File: config.mk
export PLATFORM = sky130hd
export DESIGN_NAME = nrzi_toggle_decoder_flat
export DESIGN_NICKNAME = d
export VERILOG_FILES = /design/src/rtl/nrzi_toggle_decoder_if.sv /design/src/rtl/nrzi_toggle_decoder.sv /design/src/flat_wrapper.sv
export SDC_FILE = /design/constraint.sdc
export NUM_CORES = 1
export LEC_CHECK = 0
export BUFFER_PORTS_ARGS = -buffer_cell sky130_fd_sc_hd__buf_4
export CAP_MARGIN = 20
export CORE_MARGIN = 3
export CORE_UTILIZATION = 54
export DETAILED_ROUTE_END_ITERATION = 16
export MAX_ROUTING_LAYER = met4
export PLACE_DENSITY = 0.76
export SYNTH_ARGS = -nofsm -noshare
export SYNTH_HDL_FRONTEND = slang
export SYNTH_SLANG_ARGS = --single-unit
File: constraint.sdc
create_clock -name clk -period 2.1 [get_ports clk]
set_input_delay 0.42 -clock clk [delete_from_list [all_inputs] [get_ports clk]]
set_output_delay 0.42 -clock clk [all_outputs]
set_load 0.02 [all_outputs]
File: src/rtl/nrzi_toggle_decoder_if.sv
// Bit-level line input and word-level output of the NRZI toggle decoder.
// Master drives the line and strobe; slave is the decoder.
interface nrzi_toggle_decoder_if #(
  parameter int WIDTH = 8
) ();
  logic             bit_en;
  logic             line_in;
  logic [WIDTH-1:0] data_out;
  logic             data_valid;
  logic             in_frame;
  logic             frame_done;

  modport master (
    output bit_en,
    output line_in,
    input  data_out,
    input  data_valid,
    input  in_frame,
    input  frame_done
  );

  modport slave (
    input  bit_en,
    input  line_in,
    output data_out,
    output data_valid,
    output in_frame,
    output frame_done
  );
endinterface

File: src/rtl/nrzi_toggle_decoder.sv
// NRZI toggle-line receiver: decodes toggles to bits, hunts for a sync
// word, then deserializes a fixed number of MSB-first data words.
module nrzi_toggle_decoder #(
  parameter int               WIDTH = 8,
  parameter logic [WIDTH-1:0] SYNC  = 'hA5,
  parameter int               WORDS = 4
) (
  input logic                  clk,
  input logic                  reset,
  nrzi_toggle_decoder_if.slave bus
);
  localparam int BW = (WIDTH > 1) ? $clog2(WIDTH) : 1;
  localparam int WW = $clog2(WORDS) + 1;
  localparam logic [BW-1:0] BIT_LAST  = BW'(WIDTH - 1);
  localparam logic [WW-1:0] WORD_LAST = WW'(WORDS - 1);

  typedef enum logic {
    HUNT,
    RECV
  } state_e;

  state_e           state_q, state_d;
  logic             line_prev_q, line_prev_d;
  logic [WIDTH-2:0] sr_q, sr_d;
  logic [BW-1:0]    bit_cnt_q, bit_cnt_d;
  logic [WW-1:0]    word_cnt_q, word_cnt_d;
  logic [WIDTH-1:0] data_out_q, data_out_d;
  logic             data_valid_q, data_valid_d;
  logic             in_frame_q, in_frame_d;
  logic             frame_done_q, frame_done_d;
  logic             d;
  logic [WIDTH-1:0] sr_nx;

  // Next-state: decode one bit per strobe, then hunt or assemble.
  always_comb begin
    state_d      = state_q;
    line_prev_d  = line_prev_q;
    sr_d         = sr_q;
    bit_cnt_d    = bit_cnt_q;
    word_cnt_d   = word_cnt_q;
    data_out_d   = data_out_q;
    data_valid_d = 1'b0;
    frame_done_d = 1'b0;
    d            = bus.line_in ^ line_prev_q;
    sr_nx        = {sr_q, d};
    if (bus.bit_en) begin
      line_prev_d = bus.line_in;
      sr_d        = sr_nx[WIDTH-2:0];
      unique case (state_q)
        HUNT: begin
          if (sr_nx == SYNC) begin
            state_d    = RECV;
            bit_cnt_d  = '0;
            word_cnt_d = '0;
          end
        end
        RECV: begin
          if (bit_cnt_q == BIT_LAST) begin
            data_out_d   = sr_nx;
            data_valid_d = 1'b1;
            bit_cnt_d    = '0;
            word_cnt_d   = word_cnt_q + 1'b1;
            if (word_cnt_q == WORD_LAST) begin
              frame_done_d = 1'b1;
              state_d      = HUNT;
              sr_d         = '0;
              word_cnt_d   = '0;
            end
          end else begin
            bit_cnt_d = bit_cnt_q + 1'b1;
          end
        end
        default: state_d = HUNT;
      endcase
    end
    in_frame_d = (state_d == RECV);
  end

  // State and registered outputs; reset clears everything at once.
  always_ff @(posedge clk or negedge reset) begin
    if (!reset) begin
      state_q      <= HUNT;
      line_prev_q  <= 1'b0;
      sr_q         <= '0;
      bit_cnt_q    <= '0;
      word_cnt_q   <= '0;
      data_out_q   <= '0;
      data_valid_q <= 1'b0;
      in_frame_q   <= 1'b0;
      frame_done_q <= 1'b0;
    end else begin
      state_q      <= state_d;
      line_prev_q  <= line_prev_d;
      sr_q         <= sr_d;
      bit_cnt_q    <= bit_cnt_d;
      word_cnt_q   <= word_cnt_d;
      data_out_q   <= data_out_d;
      data_valid_q <= data_valid_d;
      in_frame_q   <= in_frame_d;
      frame_done_q <= frame_done_d;
    end
  end

  assign bus.data_out   = data_out_q;
  assign bus.data_valid = data_valid_q;
  assign bus.in_frame   = in_frame_q;
  assign bus.frame_done = frame_done_q;
endmodule

File: src/flat_wrapper.sv
// flat-port wrapper written by rule: the top's interface ports become plain ports
module nrzi_toggle_decoder_flat 
#(
  parameter int               WIDTH = 8,
  parameter logic [WIDTH-1:0] SYNC  = 'hA5,
  parameter int               WORDS = 4
)
  (clk, reset, bus_bit_en, bus_line_in, bus_data_out, bus_data_valid, bus_in_frame, bus_frame_done);
  nrzi_toggle_decoder_if #(.WIDTH(WIDTH)) bus_i ();
  input logic clk;
  input logic reset;
  input wire logic [$bits(bus_i.bit_en)-1:0] bus_bit_en;
  input wire logic [$bits(bus_i.line_in)-1:0] bus_line_in;
  output wire logic [$bits(bus_i.data_out)-1:0] bus_data_out;
  output wire logic [$bits(bus_i.data_valid)-1:0] bus_data_valid;
  output wire logic [$bits(bus_i.in_frame)-1:0] bus_in_frame;
  output wire logic [$bits(bus_i.frame_done)-1:0] bus_frame_done;
  assign bus_i.bit_en = bus_bit_en;
  assign bus_i.line_in = bus_line_in;
  assign bus_data_out = bus_i.data_out;
  assign bus_data_valid = bus_i.data_valid;
  assign bus_in_frame = bus_i.in_frame;
  assign bus_frame_done = bus_i.frame_done;
  nrzi_toggle_decoder #(.WIDTH(WIDTH), .SYNC(SYNC), .WORDS(WORDS)) u_core (.clk(clk), .reset(reset), .bus(bus_i));
endmodule
==> metrics, run 1 <==
status completed; first-pass GRT wire length 3240 um; All-Layer GR Usage 0.170; Routed WL 1900 um; ratio of cells with drive above 1 in the final layout 0.314; Yosys top cell area share 0.574; yosys warns 0; Worst Setup EP u_core.word_cnt_q[1]; clock tree buffer depth 2; total CTS buffers 3; Post-DP HPWL 1350 um; crit path launch type register; power per cell area 1200 nW/um^2; Max Cap Violations 0; Top FF cell, synth dfrtp_1; CTS root buf clkbuf_4; CP arrival roughly 2100 ps; # setup viols final 0; Critical Path Stages 5; Reg clk slew, reported paths 130 ps; CTS Sinks 25; multi-input logic area 442 sq um; r2r setup slk 200 ps; CTS tree yes; Post-synth EDFFs 0; Setup crit end kind register; Mapped Cells 85; RSZ-0062 raised after global routing false; Syn-to-layout area delta 15.3%; Hold Fails Final Rpt 0; die area between 2000 and 3000 sq um; worst-path fanout max 11; Worst path slowest cell dfrtp_1; worst r2r src u_core.bit_cnt_q[0]; CP dominant cell by count ha_1; initial antenna violation count 0; fillers 147; IR drop worst, VDD 0.000699 V; top cells by count, synth dfrtp_1 (25), mux2_2 (8), nand2_1 (7); Row Count 15; syn_nets a little over 90; die height 50.9 um; Area after DPL 1220 sq um; Peak Freq 527 MHz; Synth Cell Area around 1100 sq um; Clock Latency Late Sink 310 ps; IO Port Bufs 14; drt drc 0; Pleak 0.619 nW; Boundary Pins 15; Routed WL per cell about 15 um; Syn Area/Cell 12.8 sq um; Layout Utilization 0.690; Sum Neg Setup Slack 0 ps; Die Wd 50.9 um; Reg area 626 sq um; Vias 736; async set or reset register ratio after synthesis 1.00; post-synth top area cell dfrtp_1; crit path from u_core.bit_cnt_q[0]; Synth Register Bits 25; crit-path cells ha_1 > ha_1 > nand3_1 > nor3b_1 > a311o_1; Vias/cell 5.80; WP buf/inv 0; critical path class reg2reg; sequential cell area fraction in the yosys report 0.574; Layout Skew 7.38 ps; Least-Margin Pin Slew 506 ps; Initial Util 0.599; reg2reg path depth 5; worst r2r dst u_core.word_cnt_q[1]; WHS about 370 ps; CP required 2310 ps; Yosys cell types 29; Largest stage delay, worst path 430 ps; First-pass DRT Iterations 2; Antenna Cells 0; H-Tree Level Count 1; Worst Hold Launch bus_line_in; Final Cycle Share 0.903; kind of cell adding the most delay to the critical path simple AND/OR/NAND/NOR gates; total grt overflow 0; Final Cell Area between 1000 and 1500 sq um; Layout Nets 110; worst hold path type in2reg; Tmin final roughly 1900 ps; Final Max Tran Viols 0; initial DRC count 11; largest cells by area after synthesis dfrtp_1 (57%), mux2_2 (8.3%), a22o_1 (4.0%); core box area ~1800 sq um; RePlAce Congestion just over 0.9; top-count cell post-synth dfrtp_1; Worst slew margin 0.662; largest net degree at the start of global routing 26; Routed Antenna Nets 0; vias in the first global route between 700 and 800
[metrics by stage]
step | power, mW | setup slack (ps) | instances
after global routing | 1.60 | 118 | 127
after floorplan | 1.10 | 384 | 85
after detailed placement | 1.30 | 235 | 122
after global placement | 1.29 | 335 | 122
final | 1.50 | 204 | 127
after CTS | 1.52 | 213 | 127
[worst min path at each step]
stage,cells after the start,slack [ps],to
floorplan,0,120,u_core.bit_cnt_q[0]
detailed placement,1,340,u_core.bus.frame_done
CTS,2,370,u_core.line_prev_q
global route,2,360,u_core.line_prev_q
finish,2,370,u_core.line_prev_q
global placement,1,340,u_core.state_q
[registers in the layout (all words and copies together), names as in the netlist]
signal and count:
u_core.bit_cnt_q 3, u_core.bus.data_out 8, u_core.bus.data_valid 1, u_core.bus.frame_done 1
u_core.line_prev_q 1, u_core.sr_q 7, u_core.state_q 1, u_core.word_cnt_q 3
[where the power goes]
part | leakage (nW) | total, mW | switching (mW) | internal (mW)
Combinational | 0.285 | 0.561 | 0.279 | 0.281
Sequential | 0.317 | 0.729 | 0.109 | 0.620
Clock | 0.0177 | 0.211 | 0.140 | 0.0711
Total | 0.619 | 1.50 | 0.529 | 0.972
[cell type report]
| cell class | instances | share of cell area |
|---|---|---|
| Multi-Input combinational cell | 54 | 0.352 |
| Timing Repair Buffer | 15 | 0.0916 |
| Clock inverter | 1 | 0.00398 |
| Inverter | 4 | 0.0120 |
| Tap cell | 25 | 0.0249 |
| Clock buffer | 3 | 0.0179 |
| Sequential cell | 25 | 0.498 |
[what timing repair did]
item                       CTS  global route
setup buffers                0             0
hold endpoints to repair    25             0
gates resized for setup      0             0
hold buffers                 1             0
setup endpoints to repair    0             0
[cells in the final DEF, fill, tap and decap left out, drive strengths merged]
cell type,instances
o2bb2ai,2
ha,3
a21boi,2
nor3,2
dfrtp,25
xnor2,1
o21ai,3
buf,14
a22o,7
nor4,1
clkinv,2
or4,1
o41a,1
nand4bb,1
a311o,1
xor2,1
nor3b,1
nand3,1
a31o,1
mux2,8
dlygate4sd3,1
nand2b,2
a21o,2
o21ba,1
nand2,7
a211o,2
inv,3
o31a,1
nor2b,2
clkbuf,3
[kinds of logic after synthesis]
kind of cell | count (synthesis) | synth area share
simple gates | 18 | 0.0941
fa+ha+maj | 3 | 0.0344
compound gates | 23 | 0.178
mux | 8 | 0.0827
flops | 25 | 0.574
buf+inv | 6 | 0.0207
xor+xnor | 2 | 0.0161
[metal layers]
| layer | routed length, um | vias to the layer above | track usage |
|---|---|---|---|
| met5 | 0 | - | - |
| met4 | 17 | 0 | 0.0538 |
| met3 | 45 | 2 | 0.0350 |
| met2 | 911 | 13 | 0.249 |
| met1 | 919 | 370 | 0.239 |
| li1 | - | 351 | - |
Note: power is estimated with default switching activity, not from simulation.
==> inputs of run 2 (changes only) <==
ABC_AREA = 1   (was not set)
==> run 2 against run 1 <==
  * Setup slack improved by 450 ps
  * First-iteration DRC count increased by 64%
  * Die area increased by 0.20%
  * Clock skew decreased by 3.4 ps
  * Core utilization decreased by 0.55 points
  * Synthesized cell count increased by 40%
  * Area after synthesis increased by 0.23%
  * Critical endpoint is now u_core.bus.data_out[3]
  * Largest power group unchanged
==> metrics, run 2 <==
status completed; Synth Cell Area 1090 sq um; RePlAce Congestion 0.817; power per cell area 672 nW/um^2; die area 2600 sq um; ratio of cells with drive above 1 in the final layout 0.207; CP arrival 1700 ps; Boundary Pins 15; Final Cycle Share 0.688; Antenna Cells 0; CTS Sinks 25; CTS root buf clkbuf_4; first-pass GRT wire length 3270 um; Row Count 15; Setup crit end kind register; crit path launch type register; Least-Margin Pin Slew 310 ps; Sum Neg Setup Slack 0 ps; Hold Fails Final Rpt 0; drt drc 0; top-count cell post-synth nand2_1; # setup viols final 0; Routed WL 1790 um; XOR/XNOR Fraction of Synth Area 0; core box area 1820 sq um; H-Tree Level Count 1; Yosys top cell area share 0.573; Synth Register Bits 25; largest cells by area after synthesis dfrtp_1 (57%), nand2_1 (13%), o21ai_2 (5.6%); yosys warns 0; Layout Skew 3.95 ps; number of flip-flops in the largest register 8; Die Wd around 51 um; total CTS buffers 3; First-pass DRT Iterations 4; Reg clk slew, reported paths 130 ps; Peak Freq between 600 and 700 MHz; Worst slew margin 0.793; post-synthesis compound-gate area fraction 0.111; syn_nets 126; Syn-to-layout area delta 14.1%; Initial Util 0.600; Placed Cells between 150 and 200; Yosys cell types 17; Routed WL per cell 11.2 um; pre-CTS WS 666 ps; simple-gate share of the synthesized area 0.212; Vias approximately 800; Layout Nets 143; initial DRC count 18; worst setup slack after layout around 660 ps; Mapped Cells 119; CTS tree yes; Pleak 0.652 nW; Routed Antenna Nets 0; largest net degree at the start of global routing 26; final cell count without fillers 160; vias in the first global route ~730; Top FF cell, synth dfrtp_1; Total Power 0.838 mW; post-CTS sizing 0; mux cell area share after synthesis 0; die height 51.0 um; most common cell after layout, fill and taps aside nand2_1; worst-path fanout max 15; sequential cell area fraction in the yosys report 0.573; Post-Synth Adder-Cell Area 0.0344; Clock Latency Late Sink around 310 ps; clock tree buffer depth 2; IR drop worst, VDD 0.000445 V; Tmin final 1440 ps; top cells by count, synth nand2_1 (37), dfrtp_1 (25), inv_1 (13); most frequent cells in the layout nand2_1 (37), dfrtp_1 (25), buf_4 (14); async set or reset register ratio after synthesis 1.00; Post-DP HPWL 1320 um; main combinational cell family by area after synthesis simple AND/OR/NAND/NOR gates; initial antenna violation count 0; Max Cap Violations 0; All-Layer GR Usage 0.173; Final Max Tran Viols 0; worst hold path type in2reg; Post-synth EDFFs 0; CP required 2360 ps; IO Port Bufs 14; post-synth top area cell dfrtp_1; RSZ-0062 raised after global routing false; critical path class reg2reg; Syn Area/Cell between 9 and 10 sq um; WHS 328 ps; Vias/cell approximately 5.1; total grt overflow 0
==> run 2: cell types whose count changed after synthesis, sizes merged, moves of 6 or more <==
| cell | change |
|---|---|
| nand2 | +30 |
| inv | +12 |
| mux2 | -8 |
| nand3 | +8 |
| nor2 | +8 |
| a22o | -7 |
| o21ai | +6 |
| o22ai | +6 |
==> run 2: timing repair <==
item,CTS,global route
hold endpoints to repair,25,0
buffers inserted,0,0
endpoints found under the setup margin,0,0
hold buffers,1,0
==> run 2: final cells by class <==
class	instances	area [sq um]
flip-flops and latches	25	626
fillers	136	574
multi-input cells	76	390
repair buffers	15	115
inverters	15	56.3
well taps	25	31.3
clock buffers	3	22.5
clock inverters	1	5.00
==> run 2: power breakdown <==
part / leakage (nW) / switching [mW] / total, mW / internal, mW
registers: 0.323 / 0.0142 / 0.524 / 0.509
clock network: 0.0177 / 0.138 / 0.209 / 0.0712
logic: 0.311 / 0.0688 / 0.105 / 0.0358
total: 0.652 / 0.221 / 0.838 / 0.616
==> run 2: final timing paths <==
path / start / endpoint / slack [ps] / cells past startpoint
worst max-delay path: u_core.bit_cnt_q[0] / u_core.bus.data_out[3] / 660 / 7
worst min-delay path: bus_line_in / u_core.line_prev_q / 330 / 3
worst max register to register: u_core.bit_cnt_q[0] / u_core.bus.data_out[3] / 660 / 7
worst min register to register: u_core.bus.data_out[0] / u_core.bus.data_out[0] / 490 / 2
max in group asynchronous: reset / u_core.word_cnt_q[2] / 1340 / 2
min in group asynchronous: reset / u_core.bus.data_out[7] / 520 / 2
==> run 2: cell families (layout without fill, tap and decap cells) <==
family	Yosys count	after routing
and+or+nand+nor	56	56
DFF	25	25
buffers and inverters	18	34
AOI/OAI and AO/OA	17	17
adders and majority gates	3	3
==> run 2: critical path, stage by stage, from the launching register on <==
cell and delay (ps):
dfrtp_1 420, ha_1 200, ha_1 210, nand2_1 120, nor2_4 50, inv_2 220, nand2_1 110, o21ai_2 60
==> run 2: per-layer routing <==
layer	wire length, um	GRT usage
met1	942	0.255
met2	727	0.232
met3	107	0.0262
met4	15	0.0807
met5	0	-
==> run 2: per-stage QoR <==
step,instance area [sq um],utilization
3_5_place_dp,1210,0.664
2_1_floorplan,1090,-
4_1_cts,1250,0.685
5_1_grt,1250,0.685
3_3_place_gp,1210,0.664
6_report,1250,0.685
